<file path="config.mk">
export PLATFORM = sky130hd
export DESIGN_NAME = data_mem_responder_flat
export DESIGN_NICKNAME = d
export VERILOG_FILES = /design/src/rtl/cpu_pkg.sv /design/src/rtl/data_mem_responder_if.sv /design/src/rtl/dmem_ram.sv /design/src/rtl/data_mem_responder.sv /design/src/flat_wrapper.sv
export SDC_FILE = /design/constraint.sdc
export NUM_CORES = 2
export LEC_CHECK = 0
export ABC_CLOCK_PERIOD_IN_PS = 10700
export CAP_MARGIN = 20
export CORE_UTILIZATION = 50
export CTS_BUF_LIST = sky130_fd_sc_hd__clkbuf_2
export DETAILED_ROUTE_END_ITERATION = 8
export PLACE_DENSITY_LB_ADDON = 0.25
export SLEW_MARGIN = 10
export SYNTH_ARGS = -nofsm -noshare
export SYNTH_HDL_FRONTEND = slang
export SYNTH_SLANG_ARGS = --single-unit
</file>
<file path="constraint.sdc">
create_clock -name clk -period 10.7 [get_ports clk]
set_clock_uncertainty 0.2 [all_clocks]
set_input_delay 2.14 -clock clk [delete_from_list [all_inputs] [get_ports clk]]
set_output_delay 2.14 -clock clk [all_outputs]
set_load 0.1 [all_outputs]
</file>
<file path="src/rtl/cpu_pkg.sv">
// Shared types and constants for the memory-stage responder.
// Holds FSM encoding, bus width defaults and opcode constants.
package cpu_pkg;

  localparam int CPU_ADDR_W = 8;
  localparam int CPU_DATA_W = 8;

  typedef enum logic [1:0] {
    IDLE = 2'd0,
    WAIT = 2'd1,
    RESP = 2'd2
  } dmem_state_e;

  localparam logic [3:0] OP_PUSHPOP = 4'd7;
  localparam logic [3:0] OP_CALLRET = 4'd11;
  localparam logic [3:0] OP_LDDSTD  = 4'd12;
  localparam logic [3:0] OP_LDI     = 4'd13;
  localparam logic [3:0] OP_STI     = 4'd14;

endpackage

</file>
<file path="src/rtl/data_mem_responder_if.sv">
// Memory-stage to data-memory request/ready bundle.
// master: mem_req, Wm, addr, wdata out; rdata, mem_ready, stall, busy in.
interface data_mem_responder_if #(
  parameter int ADDR_W = cpu_pkg::CPU_ADDR_W,
  parameter int DATA_W = cpu_pkg::CPU_DATA_W
);

  logic              mem_req;
  logic              Wm;
  logic [ADDR_W-1:0] addr;
  logic [DATA_W-1:0] wdata;
  logic [DATA_W-1:0] rdata;
  logic              mem_ready;
  logic              stall;
  logic              busy;

  modport master (
    output mem_req, Wm, addr, wdata,
    input  rdata, mem_ready, stall, busy
  );

  modport slave (
    input  mem_req, Wm, addr, wdata,
    output rdata, mem_ready, stall, busy
  );

endinterface

</file>
<file path="src/rtl/dmem_ram.sv">
// Single-port synchronous data RAM, registered write and read.
// Ports: clk, rst_n, we_i, re_i, addr_i, wdata_i; rdata_o holds last read.
module dmem_ram #(
  parameter int ADDR_W = cpu_pkg::CPU_ADDR_W,
  parameter int DATA_W = cpu_pkg::CPU_DATA_W
) (
  input  logic              clk,
  input  logic              rst_n,
  input  logic              we_i,
  input  logic              re_i,
  input  logic [ADDR_W-1:0] addr_i,
  input  logic [DATA_W-1:0] wdata_i,
  output logic [DATA_W-1:0] rdata_o
);

  logic [DATA_W-1:0] mem_q [2**ADDR_W];
  logic [DATA_W-1:0] rdata_q;

  // Array contents survive reset.
  always_ff @(posedge clk) begin
    if (we_i) begin
      mem_q[addr_i] <= wdata_i;
    end
  end

  // Output register only moves on a read, so it holds across writes.
  always_ff @(posedge clk) begin
    if (!rst_n) begin
      rdata_q <= '0;
    end else if (re_i) begin
      rdata_q <= mem_q[addr_i];
    end
  end

  assign rdata_o = rdata_q;

endmodule

</file>
<file path="src/rtl/data_mem_responder.sv">
// Data-memory responder: accepts one access, waits, pulses mem_ready.
// Ports: clk, rst_n, bus (slave: mem_req/Wm/addr/wdata in; rdata/mem_ready/stall/busy out).
module data_mem_responder
  import cpu_pkg::*;
#(
  parameter int ADDR_W      = CPU_ADDR_W,
  parameter int DATA_W      = CPU_DATA_W,
  parameter int WAIT_STATES = 2
) (
  input logic                 clk,
  input logic                 rst_n,
  data_mem_responder_if.slave bus
);

  localparam logic [3:0] CNT_INIT =
    (WAIT_STATES > 0) ? 4'(WAIT_STATES - 1) : 4'd0;

  dmem_state_e state_q, state_d;
  logic [3:0]  cnt_q, cnt_d;

  logic              req_wm_q;
  logic [ADDR_W-1:0] req_addr_q;
  logic [DATA_W-1:0] req_wdata_q;

  logic              accept;
  logic              cur_wm;
  logic              ram_we;
  logic              ram_re;
  logic [ADDR_W-1:0] ram_addr;

  assign accept = (state_q == IDLE) && bus.mem_req;

  always_comb begin
    state_d = state_q;
    cnt_d   = cnt_q;
    unique case (state_q)
      IDLE: begin
        if (bus.mem_req) begin
          state_d = (WAIT_STATES > 0) ? WAIT : RESP;
          cnt_d   = CNT_INIT;
        end
      end
      WAIT: begin
        if (cnt_q == 4'd0) begin
          state_d = RESP;
        end else begin
          cnt_d = cnt_q - 4'd1;
        end
      end
      RESP: begin
        state_d = IDLE;
      end
      default: begin
        state_d = IDLE;
      end
    endcase
  end

  always_ff @(posedge clk) begin
    if (!rst_n) begin
      state_q     <= IDLE;
      cnt_q       <= 4'd0;
      req_wm_q    <= 1'b0;
      req_addr_q  <= '0;
      req_wdata_q <= '0;
    end else begin
      state_q <= state_d;
      cnt_q   <= cnt_d;
      if (accept) begin
        req_wm_q    <= bus.Wm;
        req_addr_q  <= bus.addr;
        req_wdata_q <= bus.wdata;
      end
    end
  end

  // With zero wait states RESP is entered on the accept edge itself,
  // before the latches hold the request, so IDLE uses the live bus.
  assign cur_wm   = (state_q == IDLE) ? bus.Wm : req_wm_q;
  assign ram_addr = (state_q == IDLE) ? bus.addr : req_addr_q;

  assign ram_re = rst_n && (state_d == RESP) && !cur_wm;
  assign ram_we = rst_n && (state_q == RESP) && req_wm_q;

  dmem_ram #(
    .ADDR_W(ADDR_W),
    .DATA_W(DATA_W)
  ) u_ram (
    .clk    (clk),
    .rst_n  (rst_n),
    .we_i   (ram_we),
    .re_i   (ram_re),
    .addr_i (ram_addr),
    .wdata_i(req_wdata_q),
    .rdata_o(bus.rdata)
  );

  assign bus.mem_ready = (state_q == RESP);
  assign bus.busy      = (state_q != IDLE);
  assign bus.stall     = accept || (state_q == WAIT);

endmodule

</file>
<file path="src/flat_wrapper.sv">
// flat-port wrapper written by rule: the top's interface ports become plain ports
module data_mem_responder_flat import cpu_pkg::*;
#(
  parameter int ADDR_W      = CPU_ADDR_W,
  parameter int DATA_W      = CPU_DATA_W,
  parameter int WAIT_STATES = 2
)
  (clk, rst_n, bus_mem_req, bus_Wm, bus_addr, bus_wdata, bus_rdata, bus_mem_ready, bus_stall, bus_busy);
  data_mem_responder_if #(.ADDR_W(ADDR_W), .DATA_W(DATA_W)) bus_i ();
  input logic clk;
  input logic rst_n;
  input wire logic [$bits(bus_i.mem_req)-1:0] bus_mem_req;
  input wire logic [$bits(bus_i.Wm)-1:0] bus_Wm;
  input wire logic [$bits(bus_i.addr)-1:0] bus_addr;
  input wire logic [$bits(bus_i.wdata)-1:0] bus_wdata;
  output wire logic [$bits(bus_i.rdata)-1:0] bus_rdata;
  output wire logic [$bits(bus_i.mem_ready)-1:0] bus_mem_ready;
  output wire logic [$bits(bus_i.stall)-1:0] bus_stall;
  output wire logic [$bits(bus_i.busy)-1:0] bus_busy;
  assign bus_i.mem_req = bus_mem_req;
  assign bus_i.Wm = bus_Wm;
  assign bus_i.addr = bus_addr;
  assign bus_i.wdata = bus_wdata;
  assign bus_rdata = bus_i.rdata;
  assign bus_mem_ready = bus_i.mem_ready;
  assign bus_stall = bus_i.stall;
  assign bus_busy = bus_i.busy;
  data_mem_responder #(.ADDR_W(ADDR_W), .DATA_W(DATA_W), .WAIT_STATES(WAIT_STATES)) u_core (.clk(clk), .rst_n(rst_n), .bus(bus_i));
endmodule
</file>
==> results.json <==
{
  "fin_tns_setup_ns": 0,
  "gp_congestion": 0.840,
  "start_kind": "flop",
  "place_area_um2": 79500,
  "utilization_pct": 55.0,
  "slew_violations": 0,
  "synth_edf_count": 2048,
  "worstSkewPairLatency_ns": 1.85,
  "grt_pass1_vias": 45700,
  "routed_wl_mm": 217,
  "synth_ff_type": "edfxtp_1",
  "dieArea_um2": 156000,
  "critPathMaxStageDelay_ns": 1.05,
  "grt-ovfl-total": 0,
  "synth_most_common_cell": "edfxtp_1",
  "drv_cap": 0,
  "max_slew_margin_pct": 19.7,
  "drive_gt1_share_pct": 16.7,
  "grt_first_pass_wirelength_mm": 313,
  "io-pin-count": 31,
  "cts_buffers": 494,
  "ant_nets": 0,
  "synth_top_area_share_pct": 79.7,
  "fin_crit_ns": 6.57,
  "die_h_um": 395,
  "syn_avg_cell_area_um2": 16.8,
  "hold_path_class": "flop to flop",
  "synth_top_area_cell": "edfxtp_1",
  "clk_pin_slew_ns": 0.09,
  "powerDensity_nw_per_um2": 185,
  "area_growth_pct": 8.78,
  "r2r_slack_ns": 5.43,
  "max_freq_ghz": 0.152,
  "ys_types": 56,
  "ir_worst_vdd_mv": 0.126,
  "cts_root_buf": "clkbuf_2",
  "rows": 143,
  "num_vias": 47200,
  "setup_ws_ns": 4.13,
  "violations": "DRC",
  "min_to": "u_core.req_wm_q",
  "grt_use_total_pct": 27.4,
  "port_buffers": 30,
  "path_cells": "nor2_8 -> inv_2 -> clkdlybuf4s50_1",
  "synth_area_leaders": "edfxtp_1 (80%), a222oi_1 (4.2%), nand3_1 (2.2%), a22oi_1 (1.8%), nand2_1 (1.6%)",
  "drt_iter0_drc": 8207,
  "worstSetupPathType": "flop to output port",
  "core_area_um2": 152000,
  "hold_buffers": 0,
  "rsz0062_at_grt": "false",
  "reg2reg_depth": 12,
  "synth_async_sr_flop_share_pct": 0,
  "cts.sinks": 2079,
  "fin_area_um2": 83900,
  "finalCritPeriodShare_pct": 61.4,
  "power_leakage_uw": 0.0270,
  "yosys_warnings": 0,
  "firstDrtPassIters": 9,
  "cp_max_fo": 32,
  "synth_nets": 4603,
  "worst_pin_slew_ns": 1.20,
  "synth_commonest_cells": "edfxtp_1 (2048), nand3_1 (334), nand2_1 (329), a222oi_1 (321), nor2_1 (259)",
  "holdCritStartpoint": "u_core.req_wm_q",
  "setup_viol": 0,
  "synth_area_um2": 77100,
  "r2r-start": "u_core.state_q[1]",
  "crit_required_ns": 8.36,
  "cts_buffer_depth": 4,
  "netlist_instances": 4581,
  "arrival_ns": 4.23,
  "viasPerCell": 6.50,
  "hold_viol_final": 0,
  "cp-end-kind": "output port",
  "cts_resized": 0,
  "postCtsSetupRepairBufs": 0,
  "ys_seq_elements": 2079,
  "drcViolationCount": 14,
  "worstReg2RegEnd": "u_core.u_ram.rdata_o[3]",
  "status": "finished, violations left",
  "antenna_found_initial": 8,
  "finalNetCount": 4876,
  "power_uw": 15600,
  "cpMaxStageDelayCell": "clkdlybuf4s50_1",
  "min_path_cells": 2,
  "dp_hpwl_mm": 117,
  "die_w_um": 395,
  "cts_tree": "done",
  "htree_levels": 5,
  "start_util_pct": 50.6,
  "nFillCells": 12100,
  "dp_slack_ns": 3.82,
  "wire_per_inst_um": 29.9,
  "ys_seq_area_share_pct": 80.6,
  "grt_max_degree": 209
}
[how the worst max path moves through the flow]
stage	start	end	slack [ns]	depth (start not counted)
2_1_floorplan	bus_mem_req	bus_stall	4.91	2
3_3_place_gp	bus_addr[0]	u_core.u_ram.mem_q[8][4]	3.87	7
3_5_place_dp	bus_addr[0]	u_core.u_ram.mem_q[120][2]	3.82	7
4_1_cts	u_core.state_q[1]	bus_busy	3.93	3
5_1_grt	u_core.state_q[1]	bus_busy	3.85	3
6_report	u_core.state_q[1]	bus_busy	4.13	3
[state kept, by name, summed over array words and instances (netlist names)]
name,count
u_core.req_wm_q,1
u_core.cnt_q,4
u_core.state_q,2
u_core.u_ram.rdata_o,8
u_core.req_wdata_q,8
u_core.req_addr_q,8
u_core.u_ram.mem_q,2048
[critical path: cells and delay by family (launching register included)]
family,cells,cell delay (ns)
DFF,1,0.45
and+or+nand+nor,1,0.58
buffers and inverters,2,1.36
[cell type report]
| cell class | count | area (um2) | area share [%] |
|---|---|---|---|
| multi-input combinational | 2145 | 13600 | 16.2 |
| sequential | 2079 | 62100 | 74.1 |
| tap | 2030 | 2540 | 3.03 |
| antenna | 9 | 22.5 | 0.0268 |
| inverter | 6 | 22.5 | 0.0268 |
| clock buffer | 722 | 3610 | 4.31 |
| timing repair buffer | 128 | 1290 | 1.54 |
| clock inverter | 145 | 688 | 0.820 |
[kinds of logic (layout without fill, tap and decap cells)]
logic type | Yosys count | count (layout) | share of synthesized area, %
DFF | 2079 | 2079 | 80.6
and+or+nand+nor | 1080 | 1080 | 6.31
AOI/OAI and AO/OA | 1060 | 1060 | 11.0
buffers and inverters | 357 | 1001 | 2.05
adders and majority gates | 2 | 2 | 0.0324
muxes | 2 | 2 | 0.0260
xor gates and xnor gates | 1 | 1 | 0.0114
other | 0 | 9 | 0
[per-stage QoR]
step                hold WS, ns  std cells
finish                    0.291       7264
global route              0.339       7260
CTS                       0.287       7250
detailed placement        0.272       6383
global placement          0.263       6379
floorplan                 0.252       4581
[cells in the final DEF (no fill, tap or decap), types with 15 or more instances in the layout]
cell type and count:
a21boi_0 18, a21oi_1 173, a221oi_1 101, a222oi_1 321
a22o_1 100, a22oi_1 184, a311oi_1 23, a31oi_1 19
a41oi_1 15, and3_1 18, buf_12 17, buf_4 74
clkbuf_2 722, clkdlybuf4s50_1 30, clkinv_1 126, dfxtp_1 23
edfxtp_1 2048, nand2_1 328, nand3_1 331, nand4_1 84
nor2_1 259, nor3_1 32, o21ai_0 24, o22ai_1 50
[where the power goes]
group	leakage [uW]	total (uW)	switching, uW	internal [uW]
sequential	0.0197	9040	58.9	8980
clock	0.00332	4970	3050	1910
combinational	0.00397	1540	1150	390
[metal layers]
layer	up-vias	global-route usage (%)	wire length [um]
met2	3226	41.2	101000
met5	-	0	0
met4	0	10.9	6920
met3	413	7.13	25400
li1	19900	-	-
met1	23700	38.4	84200
(Power assumes the default switching activity.)
